**src/rtl/pq_expiry_dispatch_if.sv**
```systemverilog
// Handshake bundle between the dispatcher, the priority-queue head and the
// expiry-event consumer. The slave view belongs to the dispatcher; the master
// view belongs to whatever drives the queue head and consumes the events.
interface pq_expiry_dispatch_if #(
  parameter int TIME_WIDTH    = 27,
  parameter int PAYLOAD_WIDTH = 8
);
  // Queue head side
  logic                     head_valid_i;
  logic [TIME_WIDTH-1:0]    head_data_i;
  logic [TIME_WIDTH-1:0]    head_id_i;
  logic [PAYLOAD_WIDTH-1:0] head_payload_i;
  logic                     pop_o;

  // Expiry event side
  logic                     evt_valid_o;
  logic                     evt_ready_i;
  logic [TIME_WIDTH-1:0]    evt_id_o;
  logic [PAYLOAD_WIDTH-1:0] evt_payload_o;
  logic [TIME_WIDTH-1:0]    evt_late_o;

  modport slave (
    input  head_valid_i, head_data_i, head_id_i, head_payload_i, evt_ready_i,
    output pop_o, evt_valid_o, evt_id_o, evt_payload_o, evt_late_o
  );

  modport master (
    output head_valid_i, head_data_i, head_id_i, head_payload_i, evt_ready_i,
    input  pop_o, evt_valid_o, evt_id_o, evt_payload_o, evt_late_o
  );
endinterface

```
**src/rtl/pq_expiry_dispatch.sv**
```systemverilog
// pq_expiry_dispatch: keeps a free-running time base, pops the priority-queue
// head once its deadline is due (wrap-safe compare) and presents it as an
// expiry event on a valid/ready output, one event in flight at a time.
module pq_expiry_dispatch #(
  parameter int TIME_WIDTH    = 27,
  parameter int PAYLOAD_WIDTH = 8,
  parameter int CNT_WIDTH     = 16
) (
  input  logic                  clk_i,
  input  logic                  rst_ni,
  input  logic                  enable_i,
  input  logic                  tick_i,
  input  logic                  time_load_i,
  input  logic [TIME_WIDTH-1:0] time_value_i,
  output logic [TIME_WIDTH-1:0] now_o,
  input  logic                  flush_i,
  output logic [CNT_WIDTH-1:0]  expired_cnt_o,
  pq_expiry_dispatch_if.slave   bus
);

  typedef enum logic {S_IDLE = 1'b0, S_HOLD = 1'b1} state_t;

  state_t                   r_state;
  logic [TIME_WIDTH-1:0]    r_now;
  logic                     r_evt_valid;
  logic [TIME_WIDTH-1:0]    r_evt_id;
  logic [PAYLOAD_WIDTH-1:0] r_evt_payload;
  logic [TIME_WIDTH-1:0]    r_evt_late;
  logic [CNT_WIDTH-1:0]     r_cnt;

  logic [TIME_WIDTH-1:0]    w_diff;
  logic                     w_due;
  logic                     w_pop;

  // Saturating increment: the pop counter sticks at all-ones.
  function automatic logic [CNT_WIDTH-1:0] sat_inc(input logic [CNT_WIDTH-1:0] v);
    if (v == {CNT_WIDTH{1'b1}}) return v;
    return v + {{(CNT_WIDTH-1){1'b0}}, 1'b1};
  endfunction

  // Modular distance now - deadline; its MSB clear means the deadline is not
  // in the future, which stays correct across time-base wrap-around.
  assign w_diff = r_now - bus.head_data_i;
  assign w_due  = bus.head_valid_i & ~w_diff[TIME_WIDTH-1];

  // Pop only from IDLE, so a fresh head is always sampled between pops.
  // Gated by rst_ni so the strobe drops as soon as reset asserts.
  assign w_pop  = rst_ni & (r_state == S_IDLE) & enable_i & w_due & ~flush_i;

  assign now_o             = r_now;
  assign expired_cnt_o     = r_cnt;
  assign bus.pop_o         = w_pop;
  assign bus.evt_valid_o   = r_evt_valid;
  assign bus.evt_id_o      = r_evt_id;
  assign bus.evt_payload_o = r_evt_payload;
  assign bus.evt_late_o    = r_evt_late;

  // Time base: load has priority over tick; tick wraps modulo 2^TIME_WIDTH.
  always_ff @(posedge clk_i or negedge rst_ni) begin
    if (!rst_ni) begin
      r_now <= '0;
    end else if (time_load_i) begin
      r_now <= time_value_i;
    end else if (tick_i) begin
      r_now <= r_now + {{(TIME_WIDTH-1){1'b0}}, 1'b1};
    end
  end

  // Dispatch FSM: capture the head on pop, hold it until handshake or flush.
  always_ff @(posedge clk_i or negedge rst_ni) begin
    if (!rst_ni) begin
      r_state       <= S_IDLE;
      r_evt_valid   <= 1'b0;
      r_evt_id      <= '0;
      r_evt_payload <= '0;
      r_evt_late    <= '0;
      r_cnt         <= '0;
    end else begin
      case (r_state)
        S_IDLE: begin
          if (w_pop) begin
            r_state       <= S_HOLD;
            r_evt_valid   <= 1'b1;
            r_evt_id      <= bus.head_id_i;
            r_evt_payload <= bus.head_payload_i;
            r_evt_late    <= w_diff;
            r_cnt         <= sat_inc(r_cnt);
          end
        end
        S_HOLD: begin
          // Flush and handshake both retire the event; enable has no say here.
          if (flush_i || bus.evt_ready_i) begin
            r_state     <= S_IDLE;
            r_evt_valid <= 1'b0;
          end
        end
        default: begin
          r_state     <= S_IDLE;
          r_evt_valid <= 1'b0;
        end
      endcase
    end
  end

endmodule

```
**src/flat_wrapper.sv**
```systemverilog
// flat-port wrapper written by rule: the top's interface ports become plain ports
module pq_expiry_dispatch_flat 
#(
  parameter int TIME_WIDTH    = 27,
  parameter int PAYLOAD_WIDTH = 8,
  parameter int CNT_WIDTH     = 16
)
  (clk_i, rst_ni, enable_i, tick_i, time_load_i, time_value_i, now_o, flush_i, expired_cnt_o, bus_head_valid_i, bus_head_data_i, bus_head_id_i, bus_head_payload_i, bus_evt_ready_i, bus_pop_o, bus_evt_valid_o, bus_evt_id_o, bus_evt_payload_o, bus_evt_late_o);
  pq_expiry_dispatch_if #(.TIME_WIDTH(TIME_WIDTH), .PAYLOAD_WIDTH(PAYLOAD_WIDTH)) bus_i ();
  input  logic clk_i;
  input  logic rst_ni;
  input  logic enable_i;
  input  logic tick_i;
  input  logic time_load_i;
  input  logic [TIME_WIDTH-1:0] time_value_i;
  output logic [TIME_WIDTH-1:0] now_o;
  input  logic flush_i;
  output logic [CNT_WIDTH-1:0] expired_cnt_o;
  input wire logic [$bits(bus_i.head_valid_i)-1:0] bus_head_valid_i;
  input wire logic [$bits(bus_i.head_data_i)-1:0] bus_head_data_i;
  input wire logic [$bits(bus_i.head_id_i)-1:0] bus_head_id_i;
  input wire logic [$bits(bus_i.head_payload_i)-1:0] bus_head_payload_i;
  input wire logic [$bits(bus_i.evt_ready_i)-1:0] bus_evt_ready_i;
  output wire logic [$bits(bus_i.pop_o)-1:0] bus_pop_o;
  output wire logic [$bits(bus_i.evt_valid_o)-1:0] bus_evt_valid_o;
  output wire logic [$bits(bus_i.evt_id_o)-1:0] bus_evt_id_o;
  output wire logic [$bits(bus_i.evt_payload_o)-1:0] bus_evt_payload_o;
  output wire logic [$bits(bus_i.evt_late_o)-1:0] bus_evt_late_o;
  assign bus_i.head_valid_i = bus_head_valid_i;
  assign bus_i.head_data_i = bus_head_data_i;
  assign bus_i.head_id_i = bus_head_id_i;
  assign bus_i.head_payload_i = bus_head_payload_i;
  assign bus_i.evt_ready_i = bus_evt_ready_i;
  assign bus_pop_o = bus_i.pop_o;
  assign bus_evt_valid_o = bus_i.evt_valid_o;
  assign bus_evt_id_o = bus_i.evt_id_o;
  assign bus_evt_payload_o = bus_i.evt_payload_o;
  assign bus_evt_late_o = bus_i.evt_late_o;
  pq_expiry_dispatch #(.TIME_WIDTH(TIME_WIDTH), .PAYLOAD_WIDTH(PAYLOAD_WIDTH), .CNT_WIDTH(CNT_WIDTH)) u_core (.clk_i(clk_i), .rst_ni(rst_ni), .enable_i(enable_i), .tick_i(tick_i), .time_load_i(time_load_i), .time_value_i(time_value_i), .now_o(now_o), .flush_i(flush_i), .expired_cnt_o(expired_cnt_o), .bus(bus_i));
endmodule
```
**config.mk**
```make
export PLATFORM = sky130hd
export DESIGN_NAME = pq_expiry_dispatch_flat
export DESIGN_NICKNAME = d
export VERILOG_FILES = /design/src/rtl/pq_expiry_dispatch_if.sv /design/src/rtl/pq_expiry_dispatch.sv /design/src/flat_wrapper.sv
export SDC_FILE = /design/constraint.sdc
export NUM_CORES = 1
export LEC_CHECK = 0
export ABC_AREA = 1
export CAP_MARGIN = 5
export CORE_ASPECT_RATIO = 0.6
export CORE_UTILIZATION = 44
export DETAILED_ROUTE_END_ITERATION = 10
export HOLD_SLACK_MARGIN = 0.1
export PLACE_DENSITY = 0.86
export RECOVER_POWER = 50
export SYNTH_ARGS = -nofsm -noshare
export SYNTH_HDL_FRONTEND = slang
export SYNTH_SLANG_ARGS = --single-unit
```
**constraint.sdc**
```tcl
create_clock -name clk_i -period 2.4 [get_ports clk_i]
set_clock_uncertainty 0.15 [all_clocks]
set_input_delay 0.36 -clock clk_i [delete_from_list [all_inputs] [get_ports clk_i]]
set_output_delay 0.36 -clock clk_i [all_outputs]
set_load 0.03 [all_outputs]
```
Yosys cells after proc, flatten, opt, wreduce, memory -nomap -nowiden
Index checks and enable logic that the tools add are counted.
{"block": "totals", "word_cells": 39, "output_inout_bits": 107, "regBits": 107, "input_bits": 97}
{"block": "classes", "addsub": 3, "n_reduce_logical": 5, "n_eq_ne": 4, "n_mux": 12, "n_bitwise": 8}
{"cell": "two-way mux 27 bit", "count": 2}
{"cell": "adder 27 x 1 -> 27 bit, second input constant", "count": 1}
{"cell": "subtractor 27 bit", "count": 1}
{"cell": "adder 16 x 1 -> 16 bit, second input constant", "count": 1}
{"cell": "equality test 16 bit, second input constant", "count": 1}
{"cell": "two-way mux 16 bit", "count": 1}
{"cell": "two-way mux 1 bit", "count": 7}
{"cell": "inequality test 2 bit, second input constant", "count": 3}
{"cell": "bitwise AND 1 bit", "count": 5}
{"cell": "case mux 1 bit (2 select lines)", "count": 2}
{"cell": "AND reduction 2 bit", "count": 2}
{"cell": "inverter 1 bit", "count": 3}
{"cell": "AND reduction 3 bit", "count": 1}
{"cell": "nonzero test 2 bit", "count": 1}
{"cell": "logical OR 1 bit", "count": 1}

Longest topological paths before layout
Gate-level depths: netlist (run 1).
{"block": "logic_depth", "ltp_word": 9, "depth_mapped": 17, "ltp_nobuf": 16}

Worst setup path before layout (run 1)
Ideal clock, no wire load.
{"block": "synth_path", "path_kind": "reg2out", "startpoint": "reg u_core.r_now[0], in the netlist u_core.now_o[0]", "endpoint": "out bus_pop_o", "required_ps": 1890, "arrival_time_ps": 2173, "slack_ps": -283, "path_stages_with_launch": 13, "cell_sequence": "dfrtp_1 inv_1 ha_1 fa_1 nand3b_1 nand3_2 nand2_1 nand3_1 nand2_1 nand2_4 nand2_4 inv_2 buf_4"}
{"block": "synth_via", "elab_chain_cells": 5}
{"item": "start, declared", "line": "pq_expiry_dispatch.sv:24", "text": "logic [TIME_WIDTH-1:0] r_now;"}
{"item": "start signal, assigned", "line": "pq_expiry_dispatch.sv:63", "text": "r_now <= time_value_i;"}
{"item": "start signal, assigned", "line": "pq_expiry_dispatch.sv:65", "text": "r_now <= r_now + {{(TIME_WIDTH-1){1'b0}}, 1'b1};"}
{"item": "subtractor 27 bit", "line": "pq_expiry_dispatch.sv:43", "text": "assign w_diff = r_now - bus.head_data_i;"}
{"item": "inverter 1 bit", "line": "pq_expiry_dispatch.sv:44", "text": "assign w_due = bus.head_valid_i & ~w_diff[TIME_WIDTH-1];"}
{"item": "bitwise AND 1 bit", "line": "pq_expiry_dispatch.sv:44"}
{"item": "bitwise AND 1 bit (2 in series)", "line": "pq_expiry_dispatch.sv:48", "text": "assign w_pop = rst_ni & (r_state == S_IDLE) & enable_i & w_due & ~flush_i;"}
{"item": "end, declared", "line": "flat_wrapper.sv:24", "text": "output wire logic [$bits(bus_i.pop_o)-1:0] bus_pop_o;"}
No other way between the ends.

Final worst setup path (run 1)
{"block": "layout_path", "startpoint": "in bus_head_data_i[8]", "endpoint": "out bus_pop_o"}
{"block": "layout_via", "elab_chain_cells": 5}
{"item": "start, declared", "line": "flat_wrapper.sv:20", "text": "input wire logic [$bits(bus_i.head_data_i)-1:0] bus_head_data_i;"}
{"item": "subtractor 27 bit", "line": "pq_expiry_dispatch.sv:43"}
{"item": "inverter 1 bit", "line": "pq_expiry_dispatch.sv:44"}
{"item": "bitwise AND 1 bit", "line": "pq_expiry_dispatch.sv:44"}
{"item": "bitwise AND 1 bit (2 in series)", "line": "pq_expiry_dispatch.sv:48"}
No other way between the ends.

==> metrics.csv, run 1 <==
metric,value,unit
status,"complete, but fails checks",
violations,setup timing,
r2r_cells,14,
drv_slew,0,
critPathLaunch,bus_head_data_i[8],
placed_cells,1462,
die_w,162.8,um
fillCellCount,1027,
drtAntennaViolNets,0,
timing.final.crit_share,1.121,
end_kind,output port,
path_clk_slew,80,ps
clockBufferDepth,2,
synth_top_area_cell,dfrtp_1,
antenna_found_initial,0,
initial_core_util,0.4610,
cts_buffers,9,
vias_per_cell,5.205,
grt-ovfl-total,0,
cp.arrival,2180,ps
num_rows,34,
layout_min_cycle_time,2691,ps
grt_pass1_vias,7342,
synth_top_area_frac,0.3923,
insertion_delay,350,ps
synth_nets,1078,
slew_headroom,0.08529,
h-tree-depth,3,
p_per_area,811.5,mW/mm^2
grt_usage,0.2998,
syn_inst,952,
gp_congestion,0.9974,
cts_tree,done,
async_flop_share,1.000,
synth_warnings,0,
worst_pin_slew,1372,ps
vias,7802,
fin_nets,1422,
dpl.hpwl,17070,um
drv_cap,0,
seqCellArea,0.002684,sq mm
diodes,0,
fp.dieH,98.48,um
grt_max_degree,108,
p_leak,5.392,nW
finalWirelength,24080,um
synth_flop_cell,dfrtp_1,
ys_types,36,
ir_worst_vdd,0.6958,mV
finalSetupViolCount,16,
dieArea,0.01603,sq mm
io_pins,204,
synth_edf_count,0,
cp.required,1890,ps
multi_input_area,0.004069,sq mm
holdWs,333.5,ps
hold_viol,0,
syn_area,0.006825,sq mm
ys_ff_latch,107,
drive_above_1_share,0.2083,
holdCritPathClass,reg -> reg,
seq_area_frac_synth,0.3923,
core-area,0.01480,sq mm
cp_max_fo,4,
r2r-start,u_core.now_o[0]$_DFFE_PN0P_,
syn2layout_area_growth,61.63,%
grt_first_pass_wirelength,37560,um
clock-sinks,107,
drtPass1Iterations,5,
endpoint,bus_pop_o,
synth_area_leaders,"dfrtp_1 39%, nand2_1 21%, inv_1 5.8%, ha_1 5.1%, xnor2_1 3.8%",
rsz0062_at_grt,yes,
avgSynthCellArea,7.169,sq um
r2r_end,u_core.bus.evt_late_o[8]$_DFFE_PN0P_,
worst-r2r-setup-slack,-40,ps
drt_iter0_drc,781,
post-route-drc-count,0,
io_buffers,203,
finalWorstSetupSlack,-291.0,ps
avgRoutedWirePerCell,16.06,um
start_kind,input port,
max_freq,0.3716,GHz
fin_cells,1499,
path_class,in -> out,
cts_root_buf,clkbuf_16,
==> cell usage after synthesis (2+ instances only) <==
cell and n:
o221ai_1 2, ha_1 28, buf_6 5, xor2_1 18
o21bai_1 6, a21oi_1 37, nand2_4 2, nor4_1 2
nand3_1 38, inv_2 4, clkbuf_1 9, o21ai_0 19
dfrtp_1 107, o21ai_2 7, inv_1 106, nor2_2 2
o21ai_1 4, nand4_1 35, a22oi_1 11, o211ai_1 5
xnor2_1 30, nor2_1 67, buf_2 6, nand2_1 375
and2_1 2, nor3_1 13, buf_4 3
==> worst max-delay path: stages <==
cell             delay (ps)
clkdlybuf4s50_1         470
inv_1                    80
ha_4                    250
nand2_2                 120
inv_2                    60
a21oi_4                 130
nand3_2                 120
nand2_2                  90
nand4_1                 120
nand2_4                 110
nand2_4                  60
inv_6                    70
buf_6                   120
==> cell type report <==
cell class | instances | area share
clock inverters | 6 | 0.005671
multi-input cells | 712 | 0.3688
clock buffers | 10 | 0.02166
flip-flops and latches | 107 | 0.2433
inverters | 110 | 0.03811
repair buffers | 356 | 0.3000
well taps | 198 | 0.02246
==> power breakdown <==
group | switching [mW] | internal (mW)
combinational | 2.62 | 2.08
sequential | 0.362 | 2.35
clock | 0.779 | 0.765
total | 3.76 | 5.19
==> metal layers <==
layer  track usage  wire [um]  share of wire  up-vias
met5             0          0              0        -
met4       0.04745        257          0.011        0
met3       0.07281       2499           0.10       27
met2        0.4432      10290           0.43      426
met1        0.4487      11030           0.46     3625
li1              -          -              -     3724
==> metrics by stage <==
step | worst slack, ps | instance area (sq um) | utilization | total power [mW] | TNS, ps
after floorplan | -43.09 | 6857 | - | 4.964 | -43.09
after global placement | -432.4 | 9997 | 0.6753 | 6.945 | -30650
after detailed placement | -509.9 | 9997 | 0.6753 | 7.049 | -33780
after CTS | -315.8 | 10740 | 0.7257 | 8.772 | -903.7
after global routing | -360.6 | 11030 | 0.7452 | 9.429 | -6273
final | -291.0 | 11030 | 0.7452 | 8.953 | -488.2
==> cell families after synthesis <==
kind of cell               count (synthesis)  synth area share
and+or+nand+nor                          541            0.3272
buffers and inverters                    133           0.08139
DFF                                      107            0.3923
AOI/OAI and AO/OA                         94           0.08323
xor gates and xnor gates                  48           0.06159
adders and majority gates                 29           0.05426
==> flip-flops by register name, summed over array words and instances, names as in the netlist <==
register,cells
u_core.bus.evt_id_o,27
u_core.bus.evt_late_o,27
u_core.now_o,27
u_core.expired_cnt_o,16
u_core.bus.evt_payload_o,8
u_core.bus.evt_valid_o,1
u_core.r_state,1
==> how the worst min path moves through the flow <==
stage                                          startpoint                                     to  slack (ps)  cells past startpoint
global route                           bus_head_data_i[0]   u_core.bus.evt_late_o[0]$_DFFE_PN0P_         350                      3
global placement    u_core.bus.evt_late_o[26]$_DFFE_PN0P_  u_core.bus.evt_late_o[26]$_DFFE_PN0P_         310                      2
detailed placement  u_core.bus.evt_late_o[26]$_DFFE_PN0P_  u_core.bus.evt_late_o[26]$_DFFE_PN0P_         310                      2
floorplan                                          rst_ni     u_core.bus.evt_id_o[0]$_DFFE_PN0P_         -90                      0
CTS                                    bus_head_data_i[0]   u_core.bus.evt_late_o[0]$_DFFE_PN0P_         290                      3
finish                u_core.bus.evt_id_o[20]$_DFFE_PN0P_    u_core.bus.evt_id_o[20]$_DFFE_PN0P_         330                      2
==> repair_timing <==
action,in CTS,in global routing
gates resized for setup,54,48
hold endpoints to repair,107,0
setup endpoints to repair,65,87
buffers inserted,7,10
cloned,3,2
pin swaps,19,17
hold buffers,1,0
==> layout by cell type (no fill, tap or decap), drive strengths merged, types with 18 or more instances in the layout <==
cell / Yosys / routed
a21oi: 38 / 38
buf: 14 / 151
clkdlybuf4s50: 0 / 196
dfrtp: 107 / 107
ha: 28 / 28
inv: 110 / 114
nand2: 377 / 377
nand3: 39 / 39
nand4: 35 / 35
nor2: 69 / 69
o21ai: 30 / 30
xnor2: 30 / 30
xor2: 18 / 18
Power figures use the tool's default switching activity.
==> inputs of run 2 (changes only) <==
- TNS_END_PERCENT: not set -> 10
==> metrics.csv, run 2 (same netlist as run 1, synthesis figures left out) <==
metric,value,unit
gp_congestion,0.9974,
clock-sinks,107,
antenna_found_initial,0,
post-route-drc-count,0,
min_path_cells,2,
internal-power,5.190,mW
rsz0062_at_grt,yes,
core-area,0.01480,sq mm
r2r_cells,14,
drtAntennaViolNets,0,
clockBufferDepth,2,
io_buffers,203,
end_kind,output port,
hold_path_end,u_core.bus.evt_id_o[20]$_DFFE_PN0P_,
path_class,in -> out,
worst_pin_slew,1379,ps
status,"complete, but fails checks",
drv_cap,0,
grt_usage,0.2998,
holdCritPathClass,reg -> reg,
avgRoutedWirePerCell,16.09,um
dieArea,0.01603,sq mm
swShare,0.4202,
p_leak,5.392,nW
die_w,162.8,um
h-tree-depth,3,
clkPwrFrac,0.172,
io_pins,204,
min_from,u_core.bus.evt_id_o[20]$_DFFE_PN0P_,
diodes,0,
holdWs,333.6,ps
layout_min_cycle_time,2703,ps
fin_nets,1422,
finalWorstSetupSlack,-303.0,ps
final_common_cell,nand2_1,
r2r_end,u_core.bus.evt_late_o[8]$_DFFE_PN0P_,
cts_tree,done,
timing.final.crit_share,1.126,
syn2layout_area_growth,61.63,%
cp_max_fo,4,
drt_iter0_drc,754,
cp.arrival,2190,ps
cts_root_buf,clkbuf_16,
num_rows,34,
switchingPower,3.762,mW
ir_worst_vdd,0.6958,mV
grt_max_degree,108,
drive_above_1_share,0.2083,
worst-r2r-setup-slack,-50,ps
slew_headroom,0.08073,
finalSetupViolCount,40,
cts_buffers,9,
p_per_area,811.4,mW/mm^2
cp.required,1890,ps
grt_pass1_vias,7342,
drtPass1Iterations,7,
finalPower,8.951,mW
max_freq,0.3700,GHz
grt_first_pass_wirelength,37560,um
violations,setup timing,
finalWirelength,24110,um
start_kind,input port,
path_clk_slew,80,ps
power_frac_seq,0.303,
initial_core_util,0.4610,
vias_per_cell,5.191,
combPwrFrac,0.525,
fp.dieH,98.48,um
dpl.hpwl,17070,um
vias,7781,
drv_slew,0,
hold_viol,0,
r2r-start,u_core.now_o[0]$_DFFE_PN0P_,
final_cell_mix,"352 x nand2_1, 196 x clkdlybuf4s50_1, 144 x buf_4, 102 x dfrtp_1, 97 x inv_1",
insertion_delay,350,ps
grt-ovfl-total,0,
==> run 2: cell counts in the layout (fill, tap and decap cells not counted) <==
No cell type changed its count.
==> run 2: per-stage QoR <==
step	setup TNS [ps]	area (sq um)	cells	util	setup WS, ps
2_1_floorplan	-43.09	6857	952	-	-43.09
3_3_place_gp	-30650	9997	1462	0.6753	-432.4
3_5_place_dp	-33780	9997	1462	0.6753	-509.9
4_1_cts	-903.7	10740	1489	0.7257	-315.8
5_1_grt	-6273	11030	1499	0.7452	-360.6
6_report	-744.5	11030	1499	0.7452	-303.0
==> run 2: power by group through the flow <==
| stage | clock (mW) | combinational (mW) | sequential, mW |
|---|---|---|---|
| 6_report | 1.54 | 4.70 | 2.71 |
| 5_1_grt | 1.65 | 5.01 | 2.78 |
| 4_1_cts | 1.56 | 4.51 | 2.70 |
| 3_5_place_dp | 0 | 4.34 | 2.71 |
| 3_3_place_gp | 0 | 4.24 | 2.70 |
| 2_1_floorplan | 0 | 1.16 | 3.80 |
==> run 2: final cells by class <==
cell class / instances / area, sq um
Tap cell: 198 / 247.7
Timing Repair Buffer: 356 / 3309
Sequential cell: 107 / 2684
Clock buffer: 10 / 239.0
Inverter: 110 / 420.4
Clock inverter: 6 / 62.56
Multi-Input combinational cell: 712 / 4069
Fill cell: 1027 / 3772
==> run 2: metal layers <==
layer  global-route usage  wire (um)  up-vias
li1                     -          -     3729
met3              0.07281       2478       31
met1               0.4487      11080     3588
met5                    0          0        -
met4              0.04745        274        0
met2               0.4432      10280      433
==> run 2: how the worst max path moves through the flow <==
| stage | from | to |
|---|---|---|
| after global routing | bus_head_data_i[8] | bus_pop_o |
| final | bus_head_data_i[8] | bus_pop_o |
| after global placement | bus_head_data_i[21] | u_core.bus.evt_late_o[6]$_DFFE_PN0P_ |
| after floorplan | u_core.now_o[0]$_DFFE_PN0P_ | bus_pop_o |
| after CTS | u_core.now_o[0]$_DFFE_PN0P_ | bus_pop_o |
| after detailed placement | bus_head_data_i[7] | u_core.bus.evt_late_o[8]$_DFFE_PN0P_ |
==> run 2: critical path, cell delays in order <==
cell and delay (ps):
clkdlybuf4s50_1 470, inv_1 80, ha_4 250, nand2_2 120, inv_2 60, a21oi_4 130
nand3_2 120, nand2_2 90, nand4_1 120, nand2_4 110, nand2_4 60, inv_6 70
buf_6 120
==> run 2: timing repair <==
item | in CTS | in global routing
resized for setup | 54 | 48
endpoints found under the hold margin | 107 | 0
pin swaps | 19 | 17
hold buffers | 1 | 0
setup endpoints to repair | 65 | 87
cloned | 3 | 2
buffers inserted | 7 | 10
==> inputs of run 3 (changes only) <==
- CORE_UTILIZATION: 44 -> 51
- PLACE_DENSITY: 0.86 -> 0.94
- SETUP_SLACK_MARGIN: not set -> 0.15
- clock period: 2.4 -> 3.4 ns (I/O delays scaled with it)
==> metrics.csv, run 3 (same netlist as run 1, synthesis figures left out) <==
metric,value,unit
fin_nets,1288,
drv_slew,71,
cp_max_fo,3,
avgRoutedWirePerCell,15.72,um
vias_per_cell,5.356,
post-route-drc-count,0,
grt_max_degree,85,
p_leak,4.717,nW
endpoint,bus_pop_o,
drt_iter0_drc,630,
dieArea,0.01387,sq mm
grt_usage,0.3105,
critPathLaunch,bus_head_data_i[20],
violations,"capacitance limit, slew limit",
die_w,151.4,um
end_kind,output port,
max_freq,0.3109,GHz
insertion_delay,350,ps
timing.final.crit_share,0.9459,
hold_viol,0,
path_class,in -> out,
grt_use_met2,0.4718,
cp.required,2740,ps
final_common_cell,nand2_1,
finalWirelength,21020,um
ir_worst_vdd,0.4179,mV
worst_pin_slew,1770,ps
io_pins,204,
grt_first_pass_wirelength,33290,um
met1_usage,0.4340,
min_path_cells,2,
drive_above_1_share,0.06512,
initial_core_util,0.5278,
io_buffers,203,
setup-tns-final,0,ps
cp.arrival,2560,ps
num_rows,32,
drtAntennaViolNets,0,
status,"complete, but fails checks",
p_per_area,601.2,mW/mm^2
clock-sinks,107,
layout_min_cycle_time,3216,ps
vias,7161,
grt_pass1_vias,6787,
worst-r2r-setup-slack,580,ps
hold_buffers,0,
drv_cap,1,
clockBufferDepth,2,
fp.dieH,91.61,um
syn2layout_area_growth,39.65,%
diodes,0,
r2r-start,u_core.now_o[21]$_DFFE_PN0P_,
holdCritPathClass,reg -> reg,
gp_congestion,0.9676,
start_kind,input port,
core-area,0.01293,sq mm
r2r_cells,10,
finalSetupViolCount,0,
cts_setup_buffers,0,
r2r_end,u_core.expired_cnt_o[1]$_DFFE_PN0P_,
grt_use_met3,0.09900,
cts_buffers,9,
dpl.hpwl,16290,um
path_clk_slew,70,ps
h-tree-depth,3,
placedInstanceArea,0.009077,sq mm
slew_headroom,-0.1801,
antenna_found_initial,0,
drtPass1Iterations,5,
cts_tree,done,
grt-ovfl-total,0,
fin_area,0.009532,sq mm
grt.busiest_layer,met2,
cts_root_buf,clkbuf_16,
final_cell_mix,"371 x nand2_1, 154 x clkdlybuf4s50_1, 107 x dfrtp_1, 106 x inv_1, 64 x nor2_1",
rsz0062_at_grt,no,
## run 3: critical path, stage by stage
cell             delay [ps]
clkdlybuf4s50_1         450
inv_1                    50
ha_1                    330
nand2_1                 150
inv_1                    60
nand2_1                  70
nand2_1                  70
a21oi_1                 240
nand4_1                 190
nand2_4                 120
nand2_4                  70
inv_4                   110
buf_6                   140
## run 3: what timing repair did
action                     CTS  global route
gates resized for setup      3            25
hold endpoints to repair     0             0
pin swaps                    0             3
setup endpoints to repair    1             1
## run 3: area by class of cell
class | instances | area, sq um
Clock inverter | 6 | 61.31
Sequential cell | 107 | 2678
Multi-Input combinational cell | 712 | 3762
Clock buffer | 10 | 229.0
Timing Repair Buffer | 222 | 2173
Inverter | 110 | 415.4
Tap cell | 170 | 212.7
Fill cell | 965 | 3401
## run 3: power by group
group	switching [mW]	internal, mW
Clock	0.517	0.515
Sequential	0.273	1.66
Combinational	1.69	1.08
## run 3: worst min-delay path by stage
stage | end | start | slack (ps)
finish | u_core.bus.evt_payload_o[4]$_DFFE_PN0P_ | u_core.bus.evt_payload_o[4]$_DFFE_PN0P_ | 330
global route | u_core.bus.evt_id_o[23]$_DFFE_PN0P_ | u_core.bus.evt_id_o[23]$_DFFE_PN0P_ | 340
CTS | u_core.now_o[4]$_DFFE_PN0P_ | rst_ni | 290
detailed placement | u_core.bus.evt_late_o[24]$_DFFE_PN0P_ | u_core.bus.evt_late_o[24]$_DFFE_PN0P_ | 320
global placement | u_core.bus.evt_late_o[26]$_DFFE_PN0P_ | u_core.bus.evt_late_o[26]$_DFFE_PN0P_ | 310
floorplan | u_core.bus.evt_id_o[0]$_DFFE_PN0P_ | rst_ni | 60
## run 3: stage by stage
step / power, mW / std cells / worst slack, ps / util / hold slack [ps]
floorplan: 3.498 / 952 / 566.6 / - / 64.41
global placement: 4.670 / 1321 / 175.1 / 0.7019 / 311.0
detailed placement: 4.747 / 1321 / 9.633 / 0.7019 / 315.5
CTS: 5.791 / 1337 / 182.9 / 0.7250 / 291.6
global route: 6.046 / 1337 / 118.7 / 0.7370 / 340.5
finish: 5.730 / 1337 / 184.0 / 0.7370 / 326.6
## run 3: metal layers
metal | vias to the layer above | part of all wire
met1 | 3284 | 0.44
met5 | - | 0
met4 | 0 | 0.011
met2 | 398 | 0.43
met3 | 26 | 0.12
li1 | 3453 | -
